File: src/rtl/conv_result_collector.sv
// rtl/conv_result_collector.sv - six-lane skew buffer, lane sum, binarize and 16-bit pack
// Optional raw sum outputs (sum_out, sum_valid) when COLLECTOR_RAW_SUM_EN is defined.
module conv_result_collector #(
  parameter int N     = 6,
  parameter int DEPTH = 4
) (
  input  logic        clk,
  input  logic        rst,
  input  logic        start,
  input  logic [15:0] din_0,
  input  logic [15:0] din_1,
  input  logic [15:0] din_2,
  input  logic [15:0] din_3,
  input  logic [15:0] din_4,
  input  logic [15:0] din_5,
  input  logic [5:0]  ivalid,
  input  logic [5:0]  idone,
  output logic        in_ready,
  output logic [15:0] out_word,
  output logic        out_valid,
  input  logic        out_ready,
  output logic        frame_done,
  output logic        overflow
`ifdef COLLECTOR_RAW_SUM_EN
  ,
  output logic [18:0] sum_out,
  output logic        sum_valid
`endif
);
  localparam int AW = $clog2(DEPTH);
  localparam int CW = AW + 1;

  localparam logic [1:0] S_IDLE  = 2'd0;
  localparam logic [1:0] S_RUN   = 2'd1;
  localparam logic [1:0] S_FLUSH = 2'd2;
  localparam logic [1:0] S_DONE  = 2'd3;

  logic [1:0]    state;
  logic [15:0]   din_a  [N];
  logic [15:0]   mem    [N][DEPTH];
  logic [AW-1:0] wr_ptr [N];
  logic [AW-1:0] rd_ptr [N];
  logic [CW-1:0] cnt    [N];
  logic [N-1:0]  push;
  logic [N-1:0]  full;
  logic [N-1:0]  done_flags;
  logic          all_nonempty;
  logic          all_empty;
  logic          all_low;
  logic          stall;
  logic          pop;
  logic          act;
  logic          load_full;
  logic          load_part;
  logic          clear;
  logic [18:0]   sum;
  logic [15:0]   pack;
  logic [3:0]    bit_cnt;

  assign din_a[0] = din_0;
  assign din_a[1] = din_1;
  assign din_a[2] = din_2;
  assign din_a[3] = din_3;
  assign din_a[4] = din_4;
  assign din_a[5] = din_5;

  // Lane occupancy summaries, accepted writes and the sign-extended sum of all heads
  always_comb begin
    all_nonempty = 1'b1;
    all_empty    = 1'b1;
    all_low      = 1'b1;
    sum          = '0;
    push         = '0;
    full         = '0;
    for (int k = 0; k < N; k++) begin
      full[k] = (cnt[k] == CW'(DEPTH));
      push[k] = (state == S_RUN) && ivalid[k] && !full[k];
      if (cnt[k] == '0) all_nonempty = 1'b0;
      else              all_empty    = 1'b0;
      if (cnt[k] > CW'(DEPTH - 2)) all_low = 1'b0;
      sum = sum + {{3{mem[k][rd_ptr[k]][15]}}, mem[k][rd_ptr[k]]};
    end
  end

  assign clear      = (state == S_IDLE) && start;
  assign stall      = (bit_cnt == 4'd15) && out_valid && !out_ready;
  assign pop        = (state == S_RUN) && all_nonempty && !stall;
  assign act        = ~sum[18];
  assign load_full  = pop && (bit_cnt == 4'd15);
  assign load_part  = (state == S_FLUSH) && (bit_cnt != 4'd0) && (!out_valid || out_ready);
  assign in_ready   = (state == S_RUN) && all_low;
  assign frame_done = (state == S_DONE);

  // Lane FIFO storage; data needs no reset because occupancy gates every read
  always_ff @(posedge clk) begin
    for (int k = 0; k < N; k++) begin
      if (push[k]) mem[k][wr_ptr[k]] <= din_a[k];
    end
  end

  // Lane FIFO pointers and counts; a pop always takes one head from every lane
  always_ff @(posedge clk) begin
    if (rst || clear) begin
      for (int k = 0; k < N; k++) begin
        wr_ptr[k] <= '0;
        rd_ptr[k] <= '0;
        cnt[k]    <= '0;
      end
    end else begin
      for (int k = 0; k < N; k++) begin
        if (push[k]) wr_ptr[k] <= wr_ptr[k] + AW'(1);
        if (pop)     rd_ptr[k] <= rd_ptr[k] + AW'(1);
        cnt[k] <= cnt[k] + CW'(push[k]) - CW'(pop);
      end
    end
  end

  // Frame sequencing, sticky per-lane done flags and sticky overflow
  always_ff @(posedge clk) begin
    if (rst) begin
      state      <= S_IDLE;
      done_flags <= '0;
      overflow   <= 1'b0;
    end else begin
      case (state)
        S_IDLE: begin
          if (start) begin
            state      <= S_RUN;
            done_flags <= '0;
            overflow   <= 1'b0;
          end
        end
        S_RUN: begin
          done_flags <= done_flags | idone;
          if (|(ivalid & full)) overflow <= 1'b1;
          if ((&done_flags) && all_empty) state <= S_FLUSH;
        end
        S_FLUSH: begin
          if ((bit_cnt == 4'd0) && !out_valid) state <= S_DONE;
        end
        default: state <= S_IDLE;
      endcase
    end
  end

  // Activation packing and the output word register with its handshake
  always_ff @(posedge clk) begin
    if (rst) begin
      pack      <= '0;
      bit_cnt   <= '0;
      out_word  <= '0;
      out_valid <= 1'b0;
    end else if (clear) begin
      pack    <= '0;
      bit_cnt <= '0;
    end else begin
      if (load_full) begin
        out_word <= {act, pack[14:0]};
        pack     <= '0;
        bit_cnt  <= '0;
      end else if (pop) begin
        pack[bit_cnt] <= act;
        bit_cnt       <= bit_cnt + 4'd1;
      end else if (load_part) begin
        out_word <= pack;
        pack     <= '0;
        bit_cnt  <= '0;
      end
      if (load_full || load_part)  out_valid <= 1'b1;
      else if (out_valid && out_ready) out_valid <= 1'b0;
    end
  end

`ifdef COLLECTOR_RAW_SUM_EN
  // Registered copy of the lane sum, one pulse of sum_valid per pop
  always_ff @(posedge clk) begin
    if (rst) begin
      sum_out   <= '0;
      sum_valid <= 1'b0;
    end else begin
      sum_valid <= pop;
      if (pop) sum_out <= sum;
    end
  end
`endif

endmodule

File: config.mk
export PLATFORM = sky130hd
export DESIGN_NAME = conv_result_collector
export DESIGN_NICKNAME = d
export VERILOG_FILES = /design/src/rtl/conv_result_collector.sv
export SDC_FILE = /design/constraint.sdc
export NUM_CORES = 1
export LEC_CHECK = 0
export BUFFER_PORTS_ARGS = -buffer_cell sky130_fd_sc_hd__buf_2
export CORE_ASPECT_RATIO = 0.7
export CORE_MARGIN = 4
export CORE_UTILIZATION = 62
export CTS_CLUSTER_SIZE = 14
export DETAILED_ROUTE_END_ITERATION = 10
export PLACE_DENSITY = 0.81
export RECOVER_POWER = 25
export SLEW_MARGIN = 20
export SYNTH_ARGS = -nofsm -noshare
export SYNTH_HDL_FRONTEND = slang
export SYNTH_SLANG_ARGS = --single-unit
File: constraint.sdc
create_clock -name clk -period 11.2 [get_ports clk]
set_input_delay 1.12 -clock clk [delete_from_list [all_inputs] [get_ports clk]]
set_output_delay 1.12 -clock clk [all_outputs]
set_load 0.02 [all_outputs]
==> results of run 1 <==
Yosys cell counts (2+ instances only):
master    instances
a211oi_1          2
a21oi_1          25
a31oi_1           8
and2_1           31
and3_1           12
and4_1            2
buf_1             6
buf_2            10
buf_4             2
clkbuf_1         23
dfxtp_1          64
edfxtp_1        408
fa_1             70
ha_1             66
inv_1           219
mux2i_1          17
mux4_2           96
nand2_1          18
nand2b_1          6
nand3_1          35
nand3b_1          2
nand4_1           8
nor2_1           58
nor2b_1           5
nor3_1           21
o21ai_0          12
o21ai_1          10
o41ai_1           2
or3_1             4
xnor2_1          13
xor2_1            2
final cells by class:
cell class	count	share of cell area, %
antenna	4	0.0432
clock buffer	64	5.53
clock inverter	15	0.622
inverter	219	3.55
multi-input combinational	541	26.7
sequential	472	58.5
tap	427	2.31
timing repair buffer	139	2.77
kinds of logic (layout without fill, tap and decap cells):
family / Yosys count / in the layout / synth area share [%]
compound gates: 66 / 66 / 1.85
xor+xnor: 15 / 15 / 0.634
fa+ha+maj: 136 / 136 / 10.8
buf+inv: 261 / 437 / 4.86
flops: 472 / 472 / 65.3
mux: 114 / 114 / 11.3
other cells: 0 / 4 / 0
simple gates: 210 / 210 / 5.23
power breakdown:
group	total, mW	leakage, nW	switching, mW	internal, mW
registers	2.11	4.24	0.0724	2.04
logic	1.94	3.71	1.18	0.766
clock network	1.48	0.694	0.640	0.843
state kept, by name (all words and copies together), names as in the netlist:
name        cells
cnt            18
done_flags      6
mem           384
overflow        1
out_valid       1
wr_ptr         12
pack           16
out_word       16
state           2
rd_ptr         12
bit_cnt         4
through the flow:
step / std cells / utilization (%) / total power, mW / hold WS (ns) / setup WS, ns
after detailed placement: 1797 / 66.8 / 3.99 / 0.438 / 4.92
after floorplan: 1274 / - / 3.42 / 0.421 / 5.77
final: 1881 / 71.0 / 5.54 / 0.459 / 5.17
after CTS: 1876 / 71.1 / 5.54 / 0.455 / 4.88
after global routing: 1880 / 71.0 / 5.86 / 0.483 / 4.90
after global placement: 1797 / 66.8 / 3.85 / 0.439 / 5.04
critical path: stages (launching register included):
cell and delay, ns:
edfxtp_1 0.96, mux4_2 0.38, inv_1 0.07, fa_1 0.53, inv_1 0.07, fa_1 0.56
inv_1 0.07, fa_1 0.55, inv_1 0.05, ha_1 0.30, a21oi_1 0.22, nor3_1 0.08
or4_1 0.52, a211oi_1 0.67, mux2i_2 0.68, o21ai_0 0.18
routing by layer:
layer	vias to the layer above	share of wire, %	wire, um
met5	-	0.21	92
met4	14	2.9	1260
met3	95	7.8	3440
met2	457	49	21500
met1	5639	40	17800
li1	4878	-	-
final timing paths:
check / end / slack [ns] / startpoint / depth (start not counted)
worst max-delay path: pack[4] / 5.17 / rd_ptr[0][1] / 15
worst min-delay path: pack[12] / 0.46 / pack[12] / 2
worst max register to register: pack[4] / 5.17 / rd_ptr[0][1] / 15
worst min register to register: pack[12] / 0.46 / pack[12] / 2
==> results.cfg, run 1 <==
[setup_path]
arrival_ns = 6.45
required_ns = 11.61
critPathCaptureType = register
crit_fanout = 17
worst-setup-path-type = reg -> reg
worst_setup_path_start_kind = register

[yosys]
ys.warnings.count = 0
synth_seq_cells = 472
syn_inst = 1274
synth.area.top_cells = edfxtp_1 59%, mux4_2 10%, fa_1 6.8%
yosys.area.top_type = edfxtp_1
syn_area_sq_um = 20700
syn_nets = 1522
ys.flop_type = edfxtp_1
synthDistinctLibCells = 48
synth-edff-count = 408
synth_top_area_share_pct = 59.2
ys_async_sr_fraction_pct = 0
yosysSeqAreaShare_pct = 65.3
postSynthAreaPerCell_sq_um = 16.3

[placement]
dp_hpwl_mm = 29.2
globalplace.congestion = 0.814
postPlaceCellArea_sq_um = 21800
io_buffers = 131

[global_routing]
grt_overflow = 0
grt_pass1_wl_mm = 68.5
globalRouteMet2Util_pct = 39.3
grt_max_degree = 29
top_usage_layer = met2
grtUsageMet3_pct = 6.27
grt_pass1_vias = 11647
use_met1_pct = 35.4
antenna_found_initial = 11
grt_use_total_pct = 25.0

[die]
die_area_sq_um = 36400
die_h_um = 161
initial_core_util_pct = 63.5
core-area_sq_um = 32600
ios = 132
chipWidth_um = 226
rows = 55

[route]
wl_mm = 44.0
viasPerCell = 5.89
dr.pass1.iters = 5
wl_per_cell_um = 23.4
drt_iter0_markers = 1041
drc = 0
num_vias = 11083
ant_nets = 0

[clocking]
postCtsSetupBuffers = 0
cts_resized = 0
cts_tree = done
clock_path_buffers = 3
worstSkewPairLatency_ns = 0.56
cts.reportedPaths.clkPinSlew_ns = 0.06
cts_buffers = 44
h-tree-depth = 2
cts_sinks = 472
cts_root_buffer = clkbuf_16
hold_buffers = 0

[finish]
final_cell_mix = 408 x edfxtp_1, 220 x inv_1, 96 x mux4_2
syn_to_final_growth_pct = 11.8
regArea_sq_um = 13500
final_common_cell = edfxtp_1
fill_cells = 2052
final_net_count = 1665
multi_input_area_sq_um = 6180
drive_gt1_share_pct = 16.7
fin_area_sq_um = 23100

[timing]
period_needed_ns = 6.03
drv_slew = 0
relSlewSlack_pct = 33.7
skew_ns = 0.0239
rsz0062_at_grt = false
hold_violations = 0
layout_worst_path_cycle_share_pct = 53.9
worst_slew_pin_slew_ns = 0.994
finalSetupViolations = 0
tns_ns = 0
fmax_mhz = 166

[pwr]
power.density_nw_per_um2 = 239
p_leak_nw = 8.65
ir_drop_uv = 180

[status]
outcome = finished, final reports clean

[run]
cap_violations = 0

[min_path]
worstHoldPathType = reg -> reg
(Power assumes the default switching activity.)
==> run 2, diff against run 1 <==
CORE_UTILIZATION = 61   (was 62)
PLACE_DENSITY = 0.8   (was 0.81)
clock period = 5.8 ns   (was 11.2 ns; I/O delays follow)
==> run 2 against run 1 <==
Effect of this change:
- sequential power grew 91%
- clock skew shrank 0.0064 ns
- sequential share of layout area is essentially flat
- flip-flop and latch count is the same
- critical path type unchanged
- core utilization shrank 1.9 points
- largest power group unchanged
- final area is essentially flat
- largest cell class unchanged
==> results.cfg, run 2 (same netlist as run 1, synthesis figures left out) <==
[die]
ios = 132
initial_core_util_pct = 61.8
die_h_um = 162
chipWidth_um = 228
die_area_sq_um = 37000
core-area_sq_um = 33500
rows = 56

[setup_path]
critPathCaptureType = register
crit_fanout = 14
worst-setup-path-type = reg -> reg
required_ns = 6.22
arrival_ns = 5.61
worst_setup_path_start_kind = register

[placement]
globalplace.congestion = 0.788
postPlaceCellArea_sq_um = 21900
post-place-ws_ns = 0.649
place_inst = 1814
io_buffers = 131
dp_hpwl_mm = 29.5

[clocking]
h-tree-depth = 2
cts.reportedPaths.clkPinSlew_ns = 0.06
postCtsSetupBuffers = 0
cts_resized = 0
cts_sinks = 472
cts_root_buffer = clkbuf_16
cts_buffers = 44
cts_tree = done
worstSkewPairLatency_ns = 0.55
clock_path_buffers = 3
hold_buffers = 0

[global_routing]
grt_overflow = 0
grt_pass1_wl_mm = 66.3
antenna_found_initial = 9
grt_pass1_vias = 11660
grt_use_total_pct = 23.4
grt_max_degree = 29

[timing]
finalWorstSetupSlack_ns = 0.606
skew_ns = 0.0175
hold_ws_ns = 0.264
fmax_mhz = 193
hold_violations = 0
period_needed_ns = 5.19
tns_ns = 0
worst_slew_pin_slew_ns = 1.04
finalSetupViolations = 0
layout_worst_path_cycle_share_pct = 89.6
rsz0062_at_grt = false
relSlewSlack_pct = 30.1
drv_slew = 0

[route]
viasPerCell = 5.76
drc = 0
wl_per_cell_um = 22.1
num_vias = 10905
ant_nets = 0
wl_mm = 41.8
dr.pass1.iters = 5
drt_iter0_markers = 1028

[pwr]
p_total_mw = 10.5
ir_drop_uv = 319
p_leak_nw = 8.66
power.density_nw_per_um2 = 453

[finish]
multi_input_area_sq_um = 6180
drive_gt1_share_pct = 17.2
regArea_sq_um = 13500
final_common_cell = edfxtp_1
final_cell_mix = 408 x edfxtp_1, 219 x inv_1, 96 x mux4_2
fill_cells = 2194
final_net_count = 1673
fin_area_sq_um = 23100
largest_reg_flops = 384
post-route-util_pct = 69.1
syn_to_final_growth_pct = 11.7
final_cells = 1893

[min_path]
worstHoldPathType = in -> reg

[status]
outcome = finished, final reports clean

[run]
cap_violations = 0
[run 2: final cells by class]
type,count,area share (%)
clock buffers,60,5.37
multi-input cells,541,26.7
inverters,219,3.55
flip-flops and latches,472,58.5
clock inverters,18,0.497
diodes,1,0.0108
well taps,435,2.35
repair buffers,147,3.01
[run 2: layer usage]
| layer | part of all wire (%) | global-route usage [%] |
|---|---|---|
| met1 | 40 | 32.8 |
| met2 | 50 | 38.4 |
| met3 | 6.9 | 4.79 |
| met4 | 2.5 | 6.67 |
| met5 | 0.26 | 0 |
[run 2: power breakdown]
group / switching (mW) / total, mW / leakage (nW) / internal (mW)
clock: 1.20 / 2.74 / 0.666 / 1.54
sequential: 0.0997 / 4.04 / 4.24 / 3.94
combinational: 2.20 / 3.70 / 3.75 / 1.51
total: 3.49 / 10.5 / 8.66 / 6.99
[run 2: worst paths after layout]
path	from	end	slack, ns	depth (start not counted)
worst max-delay path	rd_ptr[0][10]	pack[2]	0.61	16
worst max register to register	rd_ptr[0][10]	pack[2]	0.61	16
worst min-delay path	din_5[7]	mem[5][39]	0.26	1
worst min register to register	pack[11]	pack[11]	0.47	2
[run 2: critical path, cell delays in order (launching register included)]
cell and delay [ns]:
edfxtp_1 0.58, buf_4 0.36, mux4_2 0.54, inv_1 0.10, fa_1 0.43, inv_1 0.08
fa_1 0.44, fa_1 0.49, ha_1 0.31, nand2_1 0.10, nor3_1 0.05, or4_1 0.51
a211oi_1 0.28, buf_4 0.21, mux2i_2 0.23, buf_4 0.22, o21ai_0 0.12
